## src/rtl/asic_dmux_pipe_pkg.sv

```systemverilog
// rtl/asic_dmux_pipe_pkg.sv - shared state encodings and one-hot helper for the mux pipeline
// Contents:
//   skid_state_t : skid buffer occupancy (EMPTY / ONE / FULL)
//   is_onehot()  : popcount-is-one test, usable by any one-hot block up to ONEHOT_MAX_W bits
package asic_dmux_pipe_pkg;

    localparam int ONEHOT_MAX_W = 64;

    typedef enum logic [1:0] {
        EMPTY = 2'd0,
        ONE   = 2'd1,
        FULL  = 2'd2
    } skid_state_t;

    // Exactly one bit set: non-zero, and clearing the lowest set bit leaves nothing.
    function automatic logic is_onehot(input logic [ONEHOT_MAX_W-1:0] v);
        return (v != '0) && ((v & (v - ONEHOT_MAX_W'(1))) == '0);
    endfunction

endpackage

```

## src/rtl/asic_dmux_pipe_if.sv

```systemverilog
// rtl/asic_dmux_pipe_if.sv - select/data/handshake bundle for asic_dmux_pipe
// Signals:
//   sel[N], in[N*DW], in_valid, in_ready : input side (channel 0 in LSBs of in)
//   out[DW], out_valid, out_ready        : registered output side
//   err, err_clear                       : sticky select error and its clear
// Modports: master drives the request side, slave is the mux pipeline.
interface asic_dmux_pipe_if #(
    parameter int N  = 4,
    parameter int DW = 1
);

    logic [N-1:0]    sel;
    logic [N*DW-1:0] in;
    logic            in_valid;
    logic            in_ready;
    logic [DW-1:0]   out;
    logic            out_valid;
    logic            out_ready;
    logic            err;
    logic            err_clear;

    modport master (
        output sel, in, in_valid, out_ready, err_clear,
        input  in_ready, out, out_valid, err
    );

    modport slave (
        input  sel, in, in_valid, out_ready, err_clear,
        output in_ready, out, out_valid, err
    );

endinterface

```

## src/rtl/asic_dmux_skid.sv

```systemverilog
// rtl/asic_dmux_skid.sv - 2-entry skid buffer with valid/ready state machine
// Ports:
//   clk, nreset                         : clock, asynchronous active-low reset
//   in_data, in_valid, in_ready         : upstream transfer (in_ready is a function of state only)
//   out_data, out_valid, out_ready      : downstream transfer, out_data is the main register
module asic_dmux_skid
    import asic_dmux_pipe_pkg::*;
#(
    parameter int DW = 1
) (
    input  logic          clk,
    input  logic          nreset,
    input  logic [DW-1:0] in_data,
    input  logic          in_valid,
    output logic          in_ready,
    output logic [DW-1:0] out_data,
    output logic          out_valid,
    input  logic          out_ready
);

    skid_state_t   state_q;
    skid_state_t   state_d;
    logic [DW-1:0] main_q;
    logic [DW-1:0] skid_q;
    logic          push;
    logic          pop;
    logic          load_main;
    logic          load_skid;
    logic          promote;

    // Handshake outputs decode the state register only, so out_ready never
    // reaches in_ready combinationally.
    assign in_ready  = (state_q != FULL);
    assign out_valid = (state_q != EMPTY);
    assign out_data  = main_q;

    assign push = in_valid & in_ready;
    assign pop  = out_valid & out_ready;

    always_comb begin
        state_d   = state_q;
        load_main = 1'b0;
        load_skid = 1'b0;
        promote   = 1'b0;
        case (state_q)
            EMPTY: begin
                if (push) begin
                    state_d   = ONE;
                    load_main = 1'b1;
                end
            end
            ONE: begin
                if (push && !pop) begin
                    state_d   = FULL;
                    load_skid = 1'b1;
                end else if (pop && !push) begin
                    state_d = EMPTY;
                end else if (push && pop) begin
                    load_main = 1'b1;
                end
            end
            FULL: begin
                if (pop) begin
                    state_d = ONE;
                    promote = 1'b1;
                end
            end
            default: state_d = EMPTY;
        endcase
    end

    always_ff @(posedge clk or negedge nreset) begin
        if (!nreset) begin
            state_q <= EMPTY;
            main_q  <= '0;
            skid_q  <= '0;
        end else begin
            state_q <= state_d;
            // Data only moves on a load so out holds steady under backpressure.
            if (load_main) begin
                main_q <= in_data;
            end else if (promote) begin
                main_q <= skid_q;
            end
            if (load_skid) begin
                skid_q <= in_data;
            end
        end
    end

endmodule

```

## src/rtl/asic_dmux_pipe.sv

```systemverilog
// rtl/asic_dmux_pipe.sv - N-way one-hot data mux with registered valid/ready output stage
// Ports:
//   clk, nreset : clock, asynchronous active-low reset
//   bus (slave) : sel/in/in_valid/in_ready in, out/out_valid/out_ready out, err/err_clear
// Parameters: N channels (>=2), DW bits per channel, PROP cell-selection property string.
// Build option: ASIC_DMUX_PIPE_ONEHOT_CHECK_EN compiles in the sticky non-one-hot select
// error; without it err is tied low and err_clear is ignored.
module asic_dmux_pipe
    import asic_dmux_pipe_pkg::*;
#(
    parameter int N    = 4,
    parameter int DW   = 1,
    parameter     PROP = "DEFAULT"
) (
    input  logic            clk,
    input  logic            nreset,
    asic_dmux_pipe_if.slave bus
);

    if (N < 2 || N > ONEHOT_MAX_W || DW < 1 || $bits(PROP) < 8) begin : g_bad_cfg
        $error("asic_dmux_pipe: unsupported N/DW/PROP");
    end

    logic [DW-1:0] mux_data;

    // AND-OR mux: several selected channels OR together, no selection yields zero.
    always_comb begin
        mux_data = '0;
        for (int i = 0; i < N; i++) begin
            mux_data = mux_data | ({DW{bus.sel[i]}} & bus.in[i*DW +: DW]);
        end
    end

    asic_dmux_skid #(
        .DW (DW)
    ) u_skid (
        .clk       (clk),
        .nreset    (nreset),
        .in_data   (mux_data),
        .in_valid  (bus.in_valid),
        .in_ready  (bus.in_ready),
        .out_data  (bus.out),
        .out_valid (bus.out_valid),
        .out_ready (bus.out_ready)
    );

`ifdef ASIC_DMUX_PIPE_ONEHOT_CHECK_EN
    logic xfer;
    logic sel_bad;
    logic err_q;

    assign xfer    = bus.in_valid & bus.in_ready;
    assign sel_bad = !is_onehot(ONEHOT_MAX_W'(bus.sel));
    assign bus.err = err_q;

    // A new error outranks a clear arriving in the same cycle.
    always_ff @(posedge clk or negedge nreset) begin
        if (!nreset) begin
            err_q <= 1'b0;
        end else if (xfer && sel_bad) begin
            err_q <= 1'b1;
        end else if (bus.err_clear) begin
            err_q <= 1'b0;
        end
    end

`ifndef SYNTHESIS
    always @(posedge clk) begin
        if (nreset && xfer) begin
            assert (!sel_bad)
                else $error("asic_dmux_pipe: non-one-hot sel %b accepted", bus.sel);
        end
    end
`endif
`else
    logic unused_err_clear;

    assign unused_err_clear = bus.err_clear;
    assign bus.err          = 1'b0;
`endif

endmodule
```

## src/flat_wrapper.sv

```systemverilog
// flat-port wrapper written by rule: the top's interface ports become plain ports
module asic_dmux_pipe_flat import asic_dmux_pipe_pkg::*;
#(
    parameter int N    = 4,
    parameter int DW   = 1,
    parameter     PROP = "       "
)
  (clk, nreset, bus_sel, bus_in, bus_in_valid, bus_out_ready, bus_err_clear, bus_in_ready, bus_out, bus_out_valid, bus_err);
  asic_dmux_pipe_if #(.N(N), .DW(DW)) bus_i ();
  input  logic clk;
  input  logic nreset;
  input wire logic [$bits(bus_i.sel)-1:0] bus_sel;
  input wire logic [$bits(bus_i.in)-1:0] bus_in;
  input wire logic [$bits(bus_i.in_valid)-1:0] bus_in_valid;
  input wire logic [$bits(bus_i.out_ready)-1:0] bus_out_ready;
  input wire logic [$bits(bus_i.err_clear)-1:0] bus_err_clear;
  output wire logic [$bits(bus_i.in_ready)-1:0] bus_in_ready;
  output wire logic [$bits(bus_i.out)-1:0] bus_out;
  output wire logic [$bits(bus_i.out_valid)-1:0] bus_out_valid;
  output wire logic [$bits(bus_i.err)-1:0] bus_err;
  assign bus_i.sel = bus_sel;
  assign bus_i.in = bus_in;
  assign bus_i.in_valid = bus_in_valid;
  assign bus_i.out_ready = bus_out_ready;
  assign bus_i.err_clear = bus_err_clear;
  assign bus_in_ready = bus_i.in_ready;
  assign bus_out = bus_i.out;
  assign bus_out_valid = bus_i.out_valid;
  assign bus_err = bus_i.err;
  asic_dmux_pipe #(.N(N), .DW(DW), .PROP(PROP)) u_core (.clk(clk), .nreset(nreset), .bus(bus_i));
endmodule
```

## config.mk

```make
export PLATFORM = sky130hd
export DESIGN_NAME = asic_dmux_pipe_flat
export DESIGN_NICKNAME = d
export VERILOG_FILES = /design/src/rtl/asic_dmux_pipe_pkg.sv /design/src/rtl/asic_dmux_pipe_if.sv /design/src/rtl/asic_dmux_skid.sv /design/src/rtl/asic_dmux_pipe.sv /design/src/flat_wrapper.sv
export SDC_FILE = /design/constraint.sdc
export NUM_CORES = 1
export LEC_CHECK = 0
export ABC_AREA = 1
export BUFFER_PORTS_ARGS = -buffer_cell sky130_fd_sc_hd__buf_4
export CORE_AREA = 2 2 39 41
export DETAILED_ROUTE_END_ITERATION = 10
export DIE_AREA = 0 0 41 43
export GPL_TIMING_DRIVEN = 0
export PLACE_DENSITY = 0.43
export SETUP_SLACK_MARGIN = 0.3
export SYNTH_ARGS = -nofsm -noshare
export SYNTH_HDL_FRONTEND = slang
export SYNTH_HIERARCHICAL = 1
export SYNTH_SLANG_ARGS = --single-unit
```

## constraint.sdc

```tcl
create_clock -name clk -period 0.92 [get_ports clk]
set_clock_uncertainty 0.15 [all_clocks]
set_input_delay 0 -clock clk [delete_from_list [all_inputs] [get_ports clk]]
set_output_delay 0 -clock clk [all_outputs]
set_load 0.02 [all_outputs]
```

; ---- Word level (Yosys, flattened, before mapping)
; Index checks and enable logic that the tools add are counted.
[word_totals]
in_bits = 13
ff_bits = 4
elab_cells = 43
[classes]
n_eq_ne = 6
muxes = 16
reduce_logical = 9
n_bitwise = 9
[op_table]
columns = cell, count
row1 = two-way mux 1 bit, 10
row2 = two-way mux 2 bit, 4
row3 = AND 1 bit, 6
row4 = != test 2 bit (second input constant), 3
row5 = case mux 2 bit (3 select lines), 1
row6 = nonzero test 2 bit, 2
row7 = logical AND 1 bit, 3
row8 = != test 3 bit (second input constant), 1
row9 = OR 1 bit, 3
row10 = AND reduction 3 bit, 1
row11 = == test 2 x 1 -> 1 bit (second input constant), 1
row12 = == test 2 bit (second input constant), 1
row13 = logical NOT 1 bit, 2
row14 = logical NOT 2 bit, 1
row15 = case mux 1 bit (2 select lines), 1

; ---- Depth between registers and ports, before layout
[depth]
depth_word = 8
depth_mapped = 8
ltp_nobuf = 8

; ---- Hierarchy
; The synthesis kept the hierarchy.
[modules_own_cells]
columns = mod, instances, area_per_inst_um2, seq_area_each_um2, cells_per_inst
row1 = asic_dmux_skid, 1, 211.5, 100.1, 30
row2 = asic_dmux_pipe, 1, 45.0, 0.0, 11

; ---- Worst setup path after synthesis
; Ideal clock, no wire load.
[synth_timing]
path_type = register to register
startpoint = register u_core.u_skid.state_q[1]
endpoint = register u_core.u_skid.skid_q
t_arrival_ns = 0.745
path_buffers = 0
path_slack_ns = -0.095
required_time_ns = 0.649
path_stages_with_launch = 5
setup_ns = 0.121
cell_sequence = dfrtp_1 nor2_2 nand3_1 nand2_1 o21ai_1
[synth_via]
elab_chain_cells = 6
word_cells_on_any_way = 9
classes_between = eq/ne: 2 / mux: 2 / bitwise: 2 / reduce/logical: 3
[synth_rtl]
columns = item, line
row1 = "start, declared", asic_dmux_skid.sv:21  ; skid_state_t state_q;
row2 = "start signal, assigned", asic_dmux_skid.sv:78  ; state_q <= state_d;
row3 = nonzero test 2 bit, asic_dmux_skid.sv:34  ; assign out_valid = (state_q != EMPTY);
row4 = AND 1 bit, asic_dmux_skid.sv:38  ; assign pop = out_valid & out_ready;
row5 = logical NOT 1 bit, asic_dmux_skid.sv:53  ; if (push && !pop) begin
row6 = logical AND 1 bit, asic_dmux_skid.sv:53
row7 = two-way mux 1 bit, asic_dmux_skid.sv:53
row8 = two-way mux 1 bit *, asic_dmux_skid.sv:45  ; case (state_q)
row9 = "end signal, assigned", asic_dmux_skid.sv:86  ; skid_q <= in_data;
row10 = "end, declared", asic_dmux_skid.sv:24  ; logic [DW-1:0] skid_q;
; Every way passes the cells marked *; elsewhere a longest branch is shown, timed or not.
; A chain may end at the register's enable or synchronous reset.

; ---- Worst setup path after layout
[layout_timing]
startpoint = register u_core.u_skid.state_q[1]
endpoint = output bus_out_valid
[layout_via]
elab_chain_cells = 1
[layout_rtl]
columns = item, line
row1 = nonzero test 2 bit, asic_dmux_skid.sv:34
row2 = "end, declared", flat_wrapper.sv:19  ; output wire logic [$bits(bus_i.out_valid)-1:0] bus_out_valid;
; No other way between the ends.

==> results.ini <==
[sta]
rsz0062_at_grt = true
fmax_mhz = 928
slew_violations = 0
hold_viol = 7
setup_viol = 6
hold_ws_ns = -0.182
finalCriticalPeriod_ns = 1.08
tns_ns = -0.707
fin_crit_sh = 1.17
setup_ws_ns = -0.158

[worst_setup_path]
cp_num_buf_inv = 2
crit_chain = inv_2, nand2_2, buf_6
cp_slowest_cell = dfrtp_2
worst_ep_arrival_time_ns = 0.93
cpPeakStageDelay_ns = 0.45
start_kind = flop
cp_top_family = flip-flops
critPathKind = flop to output port
rrSetupSlack_ns = -0.13
end_kind = output port
reg2reg_to = u_core/u_skid/skid_q
cp_max_fo = 5
reg2regPathDepth = 4
r2r_start = u_core/u_skid/state_q[1]
worstPathRequired_ns = 0.77

[global_route]
grt_start_max_net_pins = 6
antenna_found_initial = 0
grt_overflow = 0
grt_pass1_wl_um = 972
grt_usage = 0.0884
grt_pass1_vias = 271

[clock_tree]
clock-sinks = 4
path_clk_slew_ns = 0.04
clk_path_buf_depth = 2
clk_latency_ns = 0.23
cts_hold_buffers = 1
htree_num_levels = 1
tritoncts = built
cts-root-buf = clkbuf_4
cts_buffers = 3

[die]
io-pin-count = 17
die_y_um = 43
core_area_um2 = 1380
die_area_um2 = 1760
start_util = 0.185
die_x_um = 41
rows = 14

[pwr]
p_leak_nw = 0.260
p_per_area_nw_per_um2 = 1720
report.power.total_uw = 805
vdd_drop_max_uv = 613

[placement]
port_buffers = 14
place_ws_ns = -0.170
dp.cells = 71
gp_congestion = 0.619
hpwl_um = 483

[drt]
wl_met3_um = 49
drtIter0Drc = 2
wl_met2_um = 271
antenna_left = 0
dr.pass1.iters = 4
routed.top_layer = met3
m1WireLength_um = 265
drc_errors = 0
wl_per_cell_um = 7.53
totalWireLength_um = 587
avgViaCountPerCell = 3.94
vias = 307

[synth]
netlist_instances = 41
avgSynthCellArea_um2 = 6.26
syn_nets = 54
synthesis.area_um2 = 256
yosysSeqAreaShare = 0.390
synth_warnings = 6
synth_seq_cells = 4
ys_types = 11

[min_path]
whs_path_depth = 2
hold_start = bus_out_ready
hold_end = u_core/u_skid/state_q[1]
hp-class = input port to flop

[layout]
synthToLayoutAreaGrowth_pct = 82.0
n_antenna_cell = 0
drive_gt1_frac = 0.468
fin_nets = 77
stdcell_count = 78

[status]
status = finished with violations
violations = hold timing, setup timing

[flow_run]
max_cap_violations = 0

## state kept, by name, summed over array words and instances (netlist names)
signal                  cells
u_core/u_skid/state_q       2
u_core/u_skid/out_data      1
u_core/u_skid/skid_q        1
## layout by cell type, fill, tap and decap left out, drive strengths merged
cell         netlist  layout
a21oi              2       2
buf                1      18
clkbuf             0       3
conb               1       1
dfrtp              4       4
dlygate4sd3        0       1
inv                8       8
nand2             15      15
nand3              4       4
nor2               3       3
o21ai              3       3
## cells in the mapped netlist
library cell	number	area share
inv_1	8	0.12
nand3_1	4	0.078
dfrtp_1	4	0.39
o21ai_1	2	0.039
o21ai_0	1	0.019
nand2_1	15	0.22
nor2_1	2	0.029
buf_4	1	0.029
conb_1	1	0.015
a21oi_1	2	0.039
nor2_2	1	0.024
## layer usage
layer | up-vias | GRT usage
met5 | - | 0
met4 | 0 | 0.0600
met3 | 0 | 0.0628
met2 | 16 | 0.128
met1 | 124 | 0.0836
li1 | 167 | -
## worst max path at each step
| stage | from | to | slack, ns | cells after the start |
|---|---|---|---|---|
| floorplan | u_core/u_skid/state_q[1] | u_core/u_skid/skid_q | -0.08 | 4 |
| global placement | u_core/u_skid/state_q[1] | u_core/u_skid/skid_q | -0.18 | 4 |
| detailed placement | u_core/u_skid/state_q[1] | u_core/u_skid/skid_q | -0.17 | 4 |
| CTS | u_core/u_skid/state_q[1] | bus_out_valid | -0.17 | 3 |
| global route | u_core/u_skid/state_q[1] | bus_out_valid | -0.20 | 3 |
| finish | u_core/u_skid/state_q[1] | bus_out_valid | -0.16 | 3 |
## where the power goes
part / switching, mW / internal (mW)
Clock: 0.0690 / 0.146
Sequential: 0.0382 / 0.224
Combinational: 0.155 / 0.173
## through the flow
| stage | utilization | cell area (um2) |
|---|---|---|
| detailed placement | 0.283 | 392 |
| global placement | 0.283 | 392 |
| floorplan | - | 267 |
| finish | 0.337 | 467 |
| CTS | 0.335 | 464 |
| global route | 0.337 | 467 |
## cells by family (layout without fill, tap and decap cells)
logic type             Yosys count  in the layout  synth area share
and+or+nand+nor                 22             22             0.351
DFF                              4              4             0.390
other                            1              1            0.0146
AOI/OAI and AO/OA                5              5            0.0975
buffers and inverters            9             30             0.146
## area by class of cell
type	instances	area, um2
plain buffers	1	7.51
clock buffers	3	22.5
fillers	159	917
inverters	8	30.0
multi-input cells	28	136
flip-flops and latches	4	101
well taps	16	20.0
repair buffers	18	149
## worst register-to-register path: cells and delay by family (launching register included)
family / cells / cell delay [ns]
flops: 1 / 0.45
simple gates: 3 / 0.28
compound gates: 1 / 0.06
## what timing repair did
| action | 4_1_cts | 5_1_grt |
|---|---|---|
| endpoints found under the setup margin | 7 | 7 |
| pin swaps | 1 | 0 |
| buffers inserted | 3 | 0 |
| gates resized for setup | 6 | 1 |
| endpoints found under the hold margin | 8 | 7 |
Note: power is estimated with default switching activity, not from simulation.
